<file path="config.mk">
export PLATFORM = sky130hd
export DESIGN_NAME = hs32_wb_arbiter
export DESIGN_NICKNAME = d
export VERILOG_FILES = /design/src/rtl/hs32_wb_arbiter.sv
export SDC_FILE = /design/constraint.sdc
export NUM_CORES = 1
export LEC_CHECK = 0
export CAP_MARGIN = 20
export CORE_AREA = 10 10 99 101
export DETAILED_ROUTE_END_ITERATION = 8
export DIE_AREA = 0 0 109 111
export PLACE_DENSITY = 0.8
export SYNTH_ARGS = -nofsm -noshare
export SYNTH_HDL_FRONTEND = slang
export SYNTH_SLANG_ARGS = --single-unit
</file>
<file path="constraint.sdc">
create_clock -name clk -period 2 [get_ports clk]
set_input_delay 0.2 -clock clk [delete_from_list [all_inputs] [get_ports clk]]
set_output_delay 0.2 -clock clk [all_outputs]
set_load 0.03 [all_outputs]
</file>
<file path="src/rtl/hs32_wb_arbiter.sv">
// hs32 write-back arbiter and load scoreboard.
// Shares the banked register file's single write port between the execute
// result path (EX) and the load return path (LD), maps (bank, addr) onto the
// two bank write enables, and tracks registers with loads still in flight so
// decode can stall on read-after-write hazards.
module hs32_wb_arbiter #(
    parameter bit LD_FIXED_PRIO = 1'b0
) (
    input  logic        clk,
    input  logic        reset,

    input  logic        ex_valid_i,
    output logic        ex_ready_o,
    input  logic [3:0]  ex_addr_i,
    input  logic        ex_bank_i,
    input  logic [31:0] ex_data_i,

    input  logic        ld_valid_i,
    output logic        ld_ready_o,
    input  logic [3:0]  ld_addr_i,
    input  logic        ld_bank_i,
    input  logic [31:0] ld_data_i,

    input  logic        sb_set_i,
    input  logic [3:0]  sb_addr_i,
    input  logic        sb_bank_i,

    input  logic        q_bank_i,
    input  logic [3:0]  q1_addr_i,
    input  logic [3:0]  q2_addr_i,
    output logic        q1_busy_o,
    output logic        q2_busy_o,
    output logic        sb_err_o,

    output logic [3:0]  wp1_addr_o,
    output logic [31:0] wp1_data_o,
    output logic        wp1_we1_o,
    output logic        wp1_we2_o
);

    // Which requester won the most recent conflict.
    typedef enum logic {
        RR_EX = 1'b0,
        RR_LD = 1'b1
    } rr_t;

    // Scoreboard index: 0..15 main bank (includes unbanked r8-r15 of the
    // supervisor view), 16..23 supervisor r0-r7.
    function automatic logic [4:0] f_sb_idx(input logic bank, input logic [3:0] addr);
        return (bank && !addr[3]) ? {2'b10, addr[2:0]} : {1'b0, addr};
    endfunction

    rr_t         r_rr_last;
    logic [23:0] r_sb;
    logic        r_sb_err;
    logic        r_we1;
    logic        r_we2;
    logic [3:0]  r_addr;
    logic [31:0] r_data;

    logic        w_ex_gnt;
    logic        w_ld_gnt;
    logic        w_conflict;
    logic        w_any_gnt;
    logic        w_sel_bank;
    logic [3:0]  w_sel_addr;
    logic [31:0] w_sel_data;
    logic [4:0]  w_ld_idx;
    logic [4:0]  w_set_idx;
    logic [23:0] w_sb_next;
    logic        w_set_err;

    assign w_conflict = ex_valid_i && ld_valid_i;
    assign w_any_gnt  = w_ex_gnt || w_ld_gnt;
    assign w_ld_idx   = f_sb_idx(ld_bank_i, ld_addr_i);
    assign w_set_idx  = f_sb_idx(sb_bank_i, sb_addr_i);

    // Grant: lone requester wins; on conflict LD wins in fixed mode,
    // otherwise the side that did not win the previous conflict.
    always_comb begin
        w_ex_gnt = 1'b0;
        w_ld_gnt = 1'b0;
        if (w_conflict) begin
            if (LD_FIXED_PRIO)
                w_ld_gnt = 1'b1;
            else if (r_rr_last == RR_LD)
                w_ex_gnt = 1'b1;
            else
                w_ld_gnt = 1'b1;
        end else begin
            w_ex_gnt = ex_valid_i;
            w_ld_gnt = ld_valid_i;
        end
    end

    // Mux the granted request onto the write path.
    always_comb begin
        w_sel_bank = ex_bank_i;
        w_sel_addr = ex_addr_i;
        w_sel_data = ex_data_i;
        if (w_ld_gnt) begin
            w_sel_bank = ld_bank_i;
            w_sel_addr = ld_addr_i;
            w_sel_data = ld_data_i;
        end
    end

    // Scoreboard update: the LD clear is applied first so a same-cycle set
    // of the same entry keeps it busy (back-to-back loads to one register).
    always_comb begin
        w_sb_next = r_sb;
        if (w_ld_gnt)
            w_sb_next[w_ld_idx] = 1'b0;
        if (sb_set_i)
            w_sb_next[w_set_idx] = 1'b1;
    end

    assign w_set_err = sb_set_i && r_sb[w_set_idx] &&
                       !(w_ld_gnt && (w_ld_idx == w_set_idx));

    // Registered write port; address/data hold while idle.
    always_ff @(posedge clk or posedge reset) begin
        if (reset) begin
            r_we1  <= 1'b0;
            r_we2  <= 1'b0;
            r_addr <= 4'd0;
            r_data <= 32'd0;
        end else begin
            r_we1 <= w_any_gnt && (!w_sel_bank || w_sel_addr[3]);
            r_we2 <= w_any_gnt && w_sel_bank && !w_sel_addr[3];
            if (w_any_gnt) begin
                r_addr <= w_sel_addr;
                r_data <= w_sel_data;
            end
        end
    end

    // Round-robin history moves only when both sides competed.
    always_ff @(posedge clk or posedge reset) begin
        if (reset)
            r_rr_last <= RR_LD;
        else if (w_conflict)
            r_rr_last <= w_ld_gnt ? RR_LD : RR_EX;
    end

    // Scoreboard bits and the sticky double-set error flag.
    always_ff @(posedge clk or posedge reset) begin
        if (reset) begin
            r_sb     <= 24'd0;
            r_sb_err <= 1'b0;
        end else begin
            r_sb <= w_sb_next;
            if (w_set_err)
                r_sb_err <= 1'b1;
        end
    end

    assign ex_ready_o = w_ex_gnt;
    assign ld_ready_o = w_ld_gnt;
    assign q1_busy_o  = r_sb[f_sb_idx(q_bank_i, q1_addr_i)];
    assign q2_busy_o  = r_sb[f_sb_idx(q_bank_i, q2_addr_i)];
    assign sb_err_o   = r_sb_err;
    assign wp1_we1_o  = r_we1;
    assign wp1_we2_o  = r_we2;
    assign wp1_addr_o = r_addr;
    assign wp1_data_o = r_data;

endmodule

</file>
==> metrics.log <==
[metrics] run status: complete, but fails checks
[metrics] violations in the final reports: setup timing
[metrics] Sinks on Clock Net: 64
[metrics] DRC violations left: 0
[metrics] Post-Synthesis Net Count: 434
[metrics] clock latency of the later-clocked register in the worst-skew pair: 0.34 ns
[metrics] top cell family by delay on the critical path: multiplexers
[metrics] leading post-synthesis cells by cell area: sky130_fd_sc_hd__dfrtp_1, sky130_fd_sc_hd__mux4_2, sky130_fd_sc_hd__nor2_1
[metrics] Worst Max-Slew Pin Slew: approximately 0.7 ns
[metrics] RD Place Congestion: about 0.94
[metrics] maximum number of pins on one net before global-route repair: 35
[metrics] pwr/cell area: around 960 nW/um2
[metrics] DR iter-0 viols: ~160
[metrics] startpoint of the worst setup timing path: r_sb[7]$_DFF_PP0_
[metrics] largest clock skew in the final design: between 0.004 and 0.005 ns
[metrics] Critical R2R Capture: sb_err_o$_DFFE_PP0P_
[metrics] Total Die Area: roughly 12000 um2
[metrics] die width: approximately 110 um
[metrics] count of H-tree levels built during CTS: 3
[metrics] Min Hold Slack: about 0.20 ns
[metrics] Layout fillers: slightly above 600
[metrics] met3 Use GR: between 10% and 20%
[metrics] timing-limited maximum frequency: approximately 460 MHz
[metrics] required time worst endpoint: approximately 1.8 ns
[metrics] fraction of power consumed by sequential logic: a little under two fifths
[metrics] buffer cell driving the clock tree root: sky130_fd_sc_hd__clkbuf_8
[metrics] combinational group share of total power: between 40 and 50%
[metrics] global-route usage over all layers: around a fifth
[metrics] Final Instance Count excl. Fillers: ~600
[metrics] crit path max-delay cell type: sky130_fd_sc_hd__mux4_2
[metrics] net count reported at finish: about 590
[metrics] final design area excluding fillers: 5280 um2
[metrics] share of flip-flops with an asynchronous set or reset: 100%
[metrics] synthesis-to-finish area growth: 55.9%
[metrics] clock tree buffer depth: 2
[metrics] starting utilization of the core area: 42.5%
[metrics] number of gates on the worst path with buffers counted: 4
[metrics] area of the mapped netlist: around 3400 um2
[metrics] clock-pin transition on the worst setup and hold timing paths: roughly 0.070 ns
[metrics] min setup slack post-route: -0.158 ns
[metrics] Yosys top cell area share: roughly 47%
[metrics] TritonCTS buffer count: 9
[metrics] Overflow after GRT: 0
[metrics] post-route core utilization: approximately two thirds
[metrics] leading area contributor after synthesis: sky130_fd_sc_hd__dfrtp_1
[metrics] endpoint of the worst setup timing path: q2_busy_o
[metrics] Total Neg Setup Slack: -0.282 ns
[metrics] number of search-and-repair iterations in the first detailed-routing pass: 5
[metrics] Primary FF master, synth: sky130_fd_sc_hd__dfrtp_1
[metrics] FF+latch count, synth: 64
[metrics] number of buffers added to fix hold violations after cts: 0
[metrics] Cell Chain, Critical Path: mux4_2 -> a2111oi_2 -> a211oi_1 -> buf_4
[metrics] reg2reg setup slack: approximately 0.30 ns
[metrics] standard cell area after detailed placement: 5040 um2
[metrics] final critical-path share of the clock period: 108%
[metrics] unique cell type count in the Yosys netlist: just over 40
[metrics] cell-internal power: 3.27 mW
[metrics] power after layout: roughly 5.1 mW
[metrics] TritonCTS clock tree: yes
[metrics] Rel. slew slack: between 50% and 60%
[metrics] Yosys warning count: 0
[metrics] post-placement cell count: roughly 590
[metrics] count of flip-flops with a built-in enable after synthesis: 0
[metrics] endpoints failing setup: 2
[metrics] Port Buf Inserts: between 100 and 150
[metrics] worst setup path class: reg2out
[metrics] overall via count from detail_route: 3343
[metrics] final antenna-violating net count: 0
[metrics] routing layer with the top usage in global route: met2
[metrics] HP Class: in2async
[metrics] Final HPWL DP: between 9 and 10 mm
[metrics] RSZ-0062 raised after global routing: true
[metrics] vertical extent of the die: approximately 110 um
[metrics] boundary pin count: 136
[metrics] depth of the worst register-to-register path: 5
[metrics] critical path endpoint category: output port
[metrics] average cell area after synthesis: just under 10 um2
[metrics] number of buffers inserted to repair setup after CTS: 0
[metrics] cell count after synthesis: 341
[metrics] Bufs and invs on worst path: 1
[metrics] Reg-to-Reg Start: r_sb[5]$_DFF_PP0_
[metrics] area of the core: between 7000 and 8000 um2
[metrics] time the worst path needs with I/O delays and setup: approximately 2.2 ns
[metrics] total net switching power: 1.78 mW
[metrics] # diodes: 0
[metrics] arrival time at the worst endpoint: approximately 2 ns
[metrics] count of standard-cell rows: 33
[metrics] share of cells above drive strength 1: between 15 and 20%
[metrics] antenna violations before repair: 0
[metrics] worst vdd rail ir drop: roughly 0.00055 V
[metrics] switching power share of the total: a little over a third
[metrics] leakage power figure: roughly 2.1 nW
[metrics] clock network power share: about 22%
[metrics] Final Hold Fails: 0
[metrics] Avg WL per Cell: about 20 um
[metrics] Via density: around 5.5
[metrics] global-route wire length before repair: a little under 20 mm
[metrics] startpoint types: register
[metrics] max_cap viols: 0
[metrics] vias in the first global route: approximately 3.6k
[metrics] DRT Wirelength: 12.2 mm
[metrics] Setup Slack @ Placement: -0.763 ns
[metrics] GR met1 Demand/Resource: between 20 and 25%
[metrics] GR Layer Usage met2: between 30% and 40%
[metrics] final number of max-transition violations: 0
[metrics] crit path max fanout: 3
[metrics] part of the Yosys area used for sequential elements: around 47%
[metrics] largest stage delay on the critical path: between 0.5 and 0.6 ns
[worst register-to-register path, stage by stage, from the launching register on]
cell	delay, ns
sky130_fd_sc_hd__dfrtp_1	0.40
sky130_fd_sc_hd__buf_4	0.14
sky130_fd_sc_hd__mux4_1	0.50
sky130_fd_sc_hd__nor2b_1	0.16
sky130_fd_sc_hd__a311oi_1	0.24
sky130_fd_sc_hd__a32oi_1	0.13
[power groups by stage]
stage / Sequential [mW] / Clock [mW] / Combinational [mW]
2_1_floorplan: 2.15 / 0 / 0.766
3_3_place_gp: 1.87 / 0 / 1.97
4_1_cts: 1.88 / 1.15 / 2.04
5_1_grt: 1.92 / 1.21 / 2.20
6_report: 1.89 / 1.13 / 2.04
3_5_place_dp: 1.90 / 0 / 2.02
[cells in the mapped netlist (3+ instances only)]
| master | instances |
|---|---|
| sky130_fd_sc_hd__nor3b_1 | 3 |
| sky130_fd_sc_hd__mux4_2 | 14 |
| sky130_fd_sc_hd__o2bb2ai_1 | 4 |
| sky130_fd_sc_hd__dfrtp_1 | 63 |
| sky130_fd_sc_hd__nand3_1 | 3 |
| sky130_fd_sc_hd__nand2b_1 | 5 |
| sky130_fd_sc_hd__clkbuf_1 | 14 |
| sky130_fd_sc_hd__buf_2 | 3 |
| sky130_fd_sc_hd__nand3b_1 | 4 |
| sky130_fd_sc_hd__o22ai_1 | 36 |
| sky130_fd_sc_hd__nor2_1 | 77 |
| sky130_fd_sc_hd__nor2b_1 | 7 |
| sky130_fd_sc_hd__xnor2_1 | 5 |
| sky130_fd_sc_hd__inv_1 | 4 |
| sky130_fd_sc_hd__nand2_1 | 15 |
| sky130_fd_sc_hd__o21ai_0 | 41 |
| sky130_fd_sc_hd__mux2i_1 | 3 |
| sky130_fd_sc_hd__mux2_2 | 9 |
[layout make-up]
class	instances	area (um2)	area share, %
multi-input combinational	250	1710	32.4
clock inverter	3	40.0	0.758
inverter	5	18.8	0.355
clock buffer	13	159	3.01
sequential	64	1600	30.4
tap	105	131	2.49
timing repair buffer	169	1620	30.7
[registers in the layout, indices dropped and copies added, names as in the netlist]
name	cells
wp1_data_o	32
r_sb	24
wp1_addr_o	4
r_rr_last	1
sb_err_o	1
wp1_we1_o	1
wp1_we2_o	1
[metal layers]
| metal | share of wire [%] | up-vias |
|---|---|---|
| met5 | 0 | - |
| met4 | 2.4 | 0 |
| met2 | 47 | 196 |
| met1 | 35 | 1569 |
| li1 | - | 1551 |
| met3 | 15 | 27 |
[cell families after synthesis]
family                    after synthesis  synth area share (%)
AOI/OAI and AO/OA                      94                  16.6
DFF                                    64                  47.3
xor gates and xnor gates                5                  1.29
buffers and inverters                  27                  3.65
and+or+nand+nor                       123                  16.4
muxes                                  28                  14.7
[worst min path at each step]
stage / slack, ns / endpoint / from
6_report: 0.20 / r_sb[14]$_DFF_PP0_ / reset
5_1_grt: 0.24 / wp1_data_o[31]$_DFFE_PP0N_ / reset
4_1_cts: 0.21 / wp1_data_o[7]$_DFFE_PP0N_ / reset
3_5_place_dp: 0.53 / r_rr_last$_DFFE_PP1N_ / r_rr_last$_DFFE_PP1N_
3_3_place_gp: 0.50 / r_rr_last$_DFFE_PP1N_ / r_rr_last$_DFFE_PP1N_
2_1_floorplan: 0.34 / wp1_data_o[31]$_DFFE_PP0N_ / ld_data_i[31]
[cells in the final DEF (no fill, tap or decap), drive strengths merged, types with 7 or more instances in the layout]
master and count:
buf 36, clkbuf 13, clkdlybuf4s50 129, dfrtp 63, mux2 9, mux4 16, nand2 15, nor2 77
nor2b 7, o21ai 42, o22ai 36
[repair_timing]
| action | 4_1_cts | 5_1_grt |
|---|---|---|
| endpoints found under the setup margin | 3 | 3 |
| resized for setup | 26 | 4 |
| pin swaps | 2 | 0 |
No activity file was read; power rests on OpenSTA's default activity.
